File: config.mk
export PLATFORM = sky130hd
export DESIGN_NAME = float_accum_12_flat
export DESIGN_NICKNAME = d
export VERILOG_FILES = /design/src/rtl/float_accum_12_if.sv /design/src/rtl/float_accum_12.sv /design/src/flat_wrapper.sv
export SDC_FILE = /design/constraint.sdc
export NUM_CORES = 1
export LEC_CHECK = 0
export BUFFER_PORTS_ARGS = -buffer_cell sky130_fd_sc_hd__buf_2
export CAP_MARGIN = 25
export CORE_MARGIN = 8
export CORE_UTILIZATION = 60
export CTS_BUF_LIST = sky130_fd_sc_hd__clkbuf_16
export DETAILED_ROUTE_END_ITERATION = 10
export GPL_TIMING_DRIVEN = 0
export HOLD_SLACK_MARGIN = 0.03
export PLACE_DENSITY = 0.81
export SLEW_MARGIN = 10
export SYNTH_ARGS = -nofsm -noshare
export SYNTH_HDL_FRONTEND = slang
export SYNTH_SLANG_ARGS = --single-unit
File: constraint.sdc
create_clock -name clk_i -period 22.6 [get_ports clk_i]
set_input_delay 2.26 -clock clk_i [delete_from_list [all_inputs] [get_ports clk_i]]
set_output_delay 2.26 -clock clk_i [all_outputs]
set_load 0.05 [all_outputs]
File: src/rtl/float_accum_12_if.sv
// rtl/float_accum_12_if.sv - beat/result handshake bundle for float_accum_12
//
// Purpose: groups the upstream beat stream and the downstream result stream.
// Ports (slave = accumulator view):
//   data_i[11:0], valid_i, last_i  upstream beat (product word, group end)
//   ready_o                        accumulator accepts a beat this cycle
//   data_o[11:0], ovf_o, count_o   finished group result
//   valid_o                        result holds valid data
//   ready_i                        downstream consumes the result this cycle
interface float_accum_12_if;
    logic [11:0] data_i;
    logic        valid_i;
    logic        last_i;
    logic        ready_o;
    logic [11:0] data_o;
    logic        valid_o;
    logic        ready_i;
    logic        ovf_o;
    logic [7:0]  count_o;

    modport slave (
        input  data_i, valid_i, last_i, ready_i,
        output ready_o, data_o, valid_o, ovf_o, count_o
    );

    modport master (
        output data_i, valid_i, last_i, ready_i,
        input  ready_o, data_o, valid_o, ovf_o, count_o
    );
endinterface

File: src/rtl/float_accum_12.sv
// rtl/float_accum_12.sv - 12-bit minifloat group accumulator with result handshake
//
// Purpose: sums groups of 12-bit floats ([11] sign, [10:6] exp bias 15,
// [5:0] fraction, hidden 1; exp 0 is zero), truncating, saturating on overflow.
// Ports:
//   clk_i  clock, rising edge
//   rst_i  synchronous active-high reset
//   bus    float_accum_12_if.slave (beat in, result out)
module float_accum_12 (
    input  logic              clk_i,
    input  logic              rst_i,
    float_accum_12_if.slave   bus
);

    typedef enum logic [1:0] {
        IDLE = 2'd0,
        ACC  = 2'd1,
        DONE = 2'd2
    } state_t;

    state_t      state, state_n;
    logic [11:0] acc, acc_n;
    logic [7:0]  count, count_n;
    logic        ovf, ovf_n;
    logic [11:0] data_q, data_n;
    logic [7:0]  count_q, count_q_n;
    logic        ovf_q, ovf_q_n;

    logic        accept;
    logic        load_out;
    logic [11:0] beat_norm;
    logic [12:0] add_res;

    // Returns {overflow, sum}. Operand a is always a normalized word
    // (either 12'h000 or exponent >= 1).
    function automatic logic [12:0] fp_add(input logic [11:0] a, input logic [11:0] b);
        logic [4:0] ea, eb, e_big, e_sml, e_diff;
        logic [6:0] m_big, m_sml, m_al, dif, mant;
        logic [7:0] sum;
        logic [6:0] e_res;
        logic [2:0] lz;
        logic       a_big, s_big;
        ea     = a[10:6];
        eb     = b[10:6];
        // Magnitude order: exponent first, then fraction.
        a_big  = {ea, a[5:0]} >= {eb, b[5:0]};
        e_big  = a_big ? ea : eb;
        e_sml  = a_big ? eb : ea;
        m_big  = {1'b1, (a_big ? a[5:0] : b[5:0])};
        m_sml  = {1'b1, (a_big ? b[5:0] : a[5:0])};
        s_big  = a_big ? a[11] : b[11];
        e_diff = e_big - e_sml;
        m_al   = (e_diff >= 5'd8) ? 7'd0 : (m_sml >> e_diff);
        sum    = {1'b0, m_big} + {1'b0, m_al};
        dif    = m_big - m_al;
        // Leading-zero count of the difference; highest set bit wins.
        lz = 3'd0;
        for (int i = 0; i < 7; i++) begin
            if (dif[i]) lz = 3'(6 - i);
        end
        mant  = dif << lz;
        e_res = {2'b00, e_big} - {4'b0000, lz};

        fp_add = 13'd0;
        if (ea == 5'd0) begin
            fp_add = {1'b0, ((eb == 5'd0) ? 12'h000 : b)};
        end else if (eb == 5'd0) begin
            fp_add = {1'b0, a};
        end else if (a[11] == b[11]) begin
            if (sum[7]) begin
                if (e_big == 5'd31)
                    fp_add = {1'b1, s_big, 5'd31, 6'd63};
                else
                    fp_add = {1'b0, s_big, e_big + 5'd1, sum[6:1]};
            end else begin
                fp_add = {1'b0, s_big, e_big, sum[5:0]};
            end
        end else if (dif != 7'd0) begin
            // Underflow (exponent <= 0) flushes silently to zero.
            if (!e_res[6] && (e_res != 7'd0))
                fp_add = {1'b0, s_big, e_res[4:0], mant[5:0]};
        end
    endfunction

    assign beat_norm = (bus.data_i[10:6] == 5'd0) ? 12'h000 : bus.data_i;
    assign add_res   = fp_add(acc, bus.data_i);

    // A pending result blocks input unless it is being consumed this cycle.
    assign bus.ready_o = (state != DONE) || bus.ready_i;
    assign accept      = bus.valid_i && bus.ready_o;

    assign bus.valid_o = (state == DONE);
    assign bus.data_o  = data_q;
    assign bus.ovf_o   = ovf_q;
    assign bus.count_o = count_q;

    always_comb begin
        state_n   = state;
        acc_n     = acc;
        count_n   = count;
        ovf_n     = ovf;
        data_n    = data_q;
        count_q_n = count_q;
        ovf_q_n   = ovf_q;
        load_out  = 1'b0;

        case (state)
            IDLE, DONE: begin
                if (state == DONE && bus.ready_i)
                    state_n = IDLE;
                if (accept) begin
                    // First beat of a group: replaces any stale sum.
                    acc_n   = beat_norm;
                    count_n = 8'd1;
                    ovf_n   = 1'b0;
                    state_n = bus.last_i ? DONE : ACC;
                    load_out = bus.last_i;
                end
            end
            ACC: begin
                if (accept) begin
                    acc_n   = add_res[11:0];
                    count_n = (count == 8'd255) ? count : count + 8'd1;
                    ovf_n   = ovf | add_res[12];
                    if (bus.last_i) begin
                        state_n  = DONE;
                        load_out = 1'b1;
                    end
                end
            end
            default: state_n = IDLE;
        endcase

        if (load_out) begin
            data_n    = acc_n;
            count_q_n = count_n;
            ovf_q_n   = ovf_n;
        end
    end

    always_ff @(posedge clk_i) begin
        if (rst_i) begin
            state   <= IDLE;
            acc     <= 12'h000;
            count   <= 8'd0;
            ovf     <= 1'b0;
            data_q  <= 12'h000;
            count_q <= 8'd0;
            ovf_q   <= 1'b0;
        end else begin
            state   <= state_n;
            acc     <= acc_n;
            count   <= count_n;
            ovf     <= ovf_n;
            data_q  <= data_n;
            count_q <= count_q_n;
            ovf_q   <= ovf_q_n;
        end
    end

endmodule

File: src/flat_wrapper.sv
// flat-port wrapper written by rule: the top's interface ports become plain ports
module float_accum_12_flat 
  (clk_i, rst_i, bus_data_i, bus_valid_i, bus_last_i, bus_ready_i, bus_ready_o, bus_data_o, bus_valid_o, bus_ovf_o, bus_count_o);
  float_accum_12_if bus_i ();
  input  logic clk_i;
  input  logic rst_i;
  input wire logic [$bits(bus_i.data_i)-1:0] bus_data_i;
  input wire logic [$bits(bus_i.valid_i)-1:0] bus_valid_i;
  input wire logic [$bits(bus_i.last_i)-1:0] bus_last_i;
  input wire logic [$bits(bus_i.ready_i)-1:0] bus_ready_i;
  output wire logic [$bits(bus_i.ready_o)-1:0] bus_ready_o;
  output wire logic [$bits(bus_i.data_o)-1:0] bus_data_o;
  output wire logic [$bits(bus_i.valid_o)-1:0] bus_valid_o;
  output wire logic [$bits(bus_i.ovf_o)-1:0] bus_ovf_o;
  output wire logic [$bits(bus_i.count_o)-1:0] bus_count_o;
  assign bus_i.data_i = bus_data_i;
  assign bus_i.valid_i = bus_valid_i;
  assign bus_i.last_i = bus_last_i;
  assign bus_i.ready_i = bus_ready_i;
  assign bus_ready_o = bus_i.ready_o;
  assign bus_data_o = bus_i.data_o;
  assign bus_valid_o = bus_i.valid_o;
  assign bus_ovf_o = bus_i.ovf_o;
  assign bus_count_o = bus_i.count_o;
  float_accum_12 u_core (.clk_i(clk_i), .rst_i(rst_i), .bus(bus_i));
endmodule
==> results.md <==
- Outcome: finished, final reports clean
- CTS Hold Bufs: 0
- Synth Area in Adders: 0.0898
- Routed vias/inst: 6.79
- Worst Setup End Kind: flop
- Area Growth Syn to Fin: 10.3%
- Total GRT Usage: 0.278
- Syn_area_per_cell: 7.31 um^2
- Ys async rst share: 0
- Placed Cells: 783
- Yosys cell types: 75
- Synth Instances: 644
- Layout fillers: 683
- Post-Synth Simple-Gate Area: 0.252
- Cell Rows: 32
- Clock skew: 0.00381 ns
- Commonest non-fill, non-tap cells in the layout: nor2_1 (81), a21oi_1 (58), nand2_1 (55)
- Share of post-route cells with drive strength above 1: 0.116
- RD Place Congestion: 0.972
- Slew @ Worst Pin: 0.991 ns
- Post-CTS resize count: 0
- Crit path kind: input pin to flop
- Post-route ant nets: 0
- Post-synthesis compound-gate area fraction: 0.309
- Warnings from Yosys: 0
- H-tree level count: 2
- Commonest non-fill, non-tap cell in the layout: nor2_1
- Unrepaired setup endpoints after global routing: no
- Leakage: 2.08 nW
- Vias in the first global route: 5013
- Synthesized cell area: 0.00471 mm^2
- Core box area: 0.00765 mm^2
- WL final: 15900 um
- CTS Sinks: 44
- Final HPWL DP: 12200 um
- Worst-Skew Late Latency: 0.29 ns
- Total CTS buffers: 5
- Drt wl/cell: 20.1 um
- Peak supply drop: 0.0520 mV
- Fin. max-slew vios: 0
- Iteration-0 DRC Markers: 522
- Initial antenna violation count: 0
- # Max-Cap Violations: 0
- Root buffer cell: clkbuf_16
- Relative slew slack: 0.334
- IO Port Bufs: 37
- Die area: 0.0109 mm^2
- Reg-to-Reg Start: u_core.acc[4]
- Initial Util: 0.616
- Nets: 737
- Synth Flop Type: dfxtp_1
- Slowest CP cell: nor3_1
- Clk buf depth: 2
- Worst Setup SP: bus_data_i[9]
- Final period utilization: 0.549
- First-pass GRT wire length: 25300 um
- Die height: 105 um
- Largest net degree at the start of global routing: 16
- EDFF count, synth: 0
- Hold Slack: 0.452 ns
- Max incr delay on CP: 0.81 ns
- Clk slew on worst S/H paths: 0.06 ns
- Final core utilization: 0.679
- Setup Fix Bufs, Post-CTS: 0
- Critical Path AT: 12.57 ns
- Mux share of post-synthesis cell area: 0.0686
- Largest family of logic cells by synthesized area: compound AO/OA/AOI/OAI gates
- Worst-path maximum fanout: 10
- Hold Fails Final Rpt: 0
- Die Width: 105 um
- Synth Area in XOR/XNOR: 0.0348
- Data required, critical path: 22.76 ns
- 1st-pass router iterations: 5
- FMAX: 80.6 MHz
- Routed vias: 5371
- IO Pins: 40
- Setup TNS: 0 ns
- PD cells: 82.1 mW/mm^2
- Overall power: 426 uW
- HP Start: u_core.bus.count_o[0]
- Hold WC Path Type: flop to flop
- N_diodes: 0
- TritonCTS clock tree: done
- # DRC: 0
- Syn Nets: 693
- Seq/Total Area, Yosys: 0.187
- Grt ovf: 0
- Final setup fails: 0
- Final cell count without fillers: 791
- CP startpoint kind: input pin
- Post-layout min period: 12.41 ns
- Flops & latches, synth: 44
-- synth_stat cells (all sizes together) (4+ instances only) --
master  instances  share of area
o21bai          5         0.0080
buf             8          0.010
o22ai           5         0.0066
mux2            8          0.020
o311ai          4          0.011
nand4           9          0.012
mux2i          19          0.044
nor2b          10          0.013
a211oi         12          0.019
and3            8          0.011
nand2b          5         0.0066
nor4            6         0.0080
nand3          22          0.023
a31oi           6         0.0080
a311oi          6          0.011
o21ai          42          0.045
nor2           81          0.065
xnor2          11          0.022
clkbuf         29          0.023
o31ai           9          0.018
a221oi          8          0.019
dfxtp          44           0.19
inv            32          0.026
ha             29          0.077
a21o            8          0.013
o21a            6         0.0096
a22oi           7          0.011
a21oi          58          0.062
xor2            6          0.013
nand2          58          0.048
nor3           21          0.028
and2           10          0.013
o211ai          6         0.0096
-- logic make-up (layout without fill, tap and decap cells) --
group | after synthesis | count (layout)
adder cells (fa/ha/maj) | 32 | 32
flip-flops | 44 | 44
XOR/XNOR | 17 | 17
AND/OR/NAND/NOR | 245 | 245
multiplexers | 28 | 28
AO/OA/AOI/OAI | 209 | 209
buffers and inverters | 69 | 114
-- path summary, 6_finish.rpt --
kind,end,slack (ns),depth (start not counted)
setup / recovery,u_core.bus.data_o[1],10.19,40
hold / removal,u_core.bus.count_o[0],0.45,2
hold reg to reg,u_core.bus.count_o[0],0.45,2
setup reg to reg,u_core.bus.data_o[1],12.04,38
-- registers in the layout, summed over array words and instances (netlist names) --
name	flops
u_core.bus.count_o	8
u_core.bus.data_o	12
u_core.state	2
u_core.ovf	1
u_core.acc	12
u_core.bus.ovf_o	1
u_core.count	8
-- power by group --
| part | leakage [nW] | internal [mW] | switching, mW | total, mW |
|---|---|---|---|---|
| clock | 0.0804 | 0.0526 | 0.0332 | 0.0857 |
| sequential | 0.360 | 0.0832 | 0.00755 | 0.0907 |
| combinational | 1.64 | 0.0849 | 0.165 | 0.250 |
| total | 2.08 | 0.221 | 0.205 | 0.426 |
-- final cells by class --
| class | instances | area, um^2 | area share |
|---|---|---|---|
| Inverter | 32 | 120 | 0.0231 |
| Clock buffer | 5 | 125 | 0.0241 |
| Timing Repair Buffer | 37 | 185 | 0.0357 |
| Clock inverter | 3 | 46.3 | 0.00892 |
| Buffer | 37 | 158 | 0.0304 |
| Multi-Input combinational cell | 531 | 3550 | 0.684 |
| Sequential cell | 44 | 881 | 0.170 |
| Tap cell | 102 | 128 | 0.0246 |
-- through the flow --
stage	instance area, um^2	setup slack [ns]
global placement	5020	10.43
detailed placement	5020	10.14
global route	5190	9.42
CTS	5190	10.39
finish	5190	10.19
floorplan	4710	12.15
-- worst max-delay path, delay by kind of cell --
family          cells  cell delay, ns
mux                 2            0.58
simple gates       12            2.50
compound gates     12            2.76
buf+inv             8            2.27
fa+ha+maj           5            1.61
xor+xnor            1            0.57
-- per-layer routing --
metal / vias up / GRT usage / routed length [um]
met5: - / 0 / 0
met4: 0 / 0.113 / 549
met3: 51 / 0.0350 / 1470
met2: 345 / 0.436 / 7000
met1: 2505 / 0.377 / 6840
li1: 2470 / - / -
(Power assumes the default switching activity.)
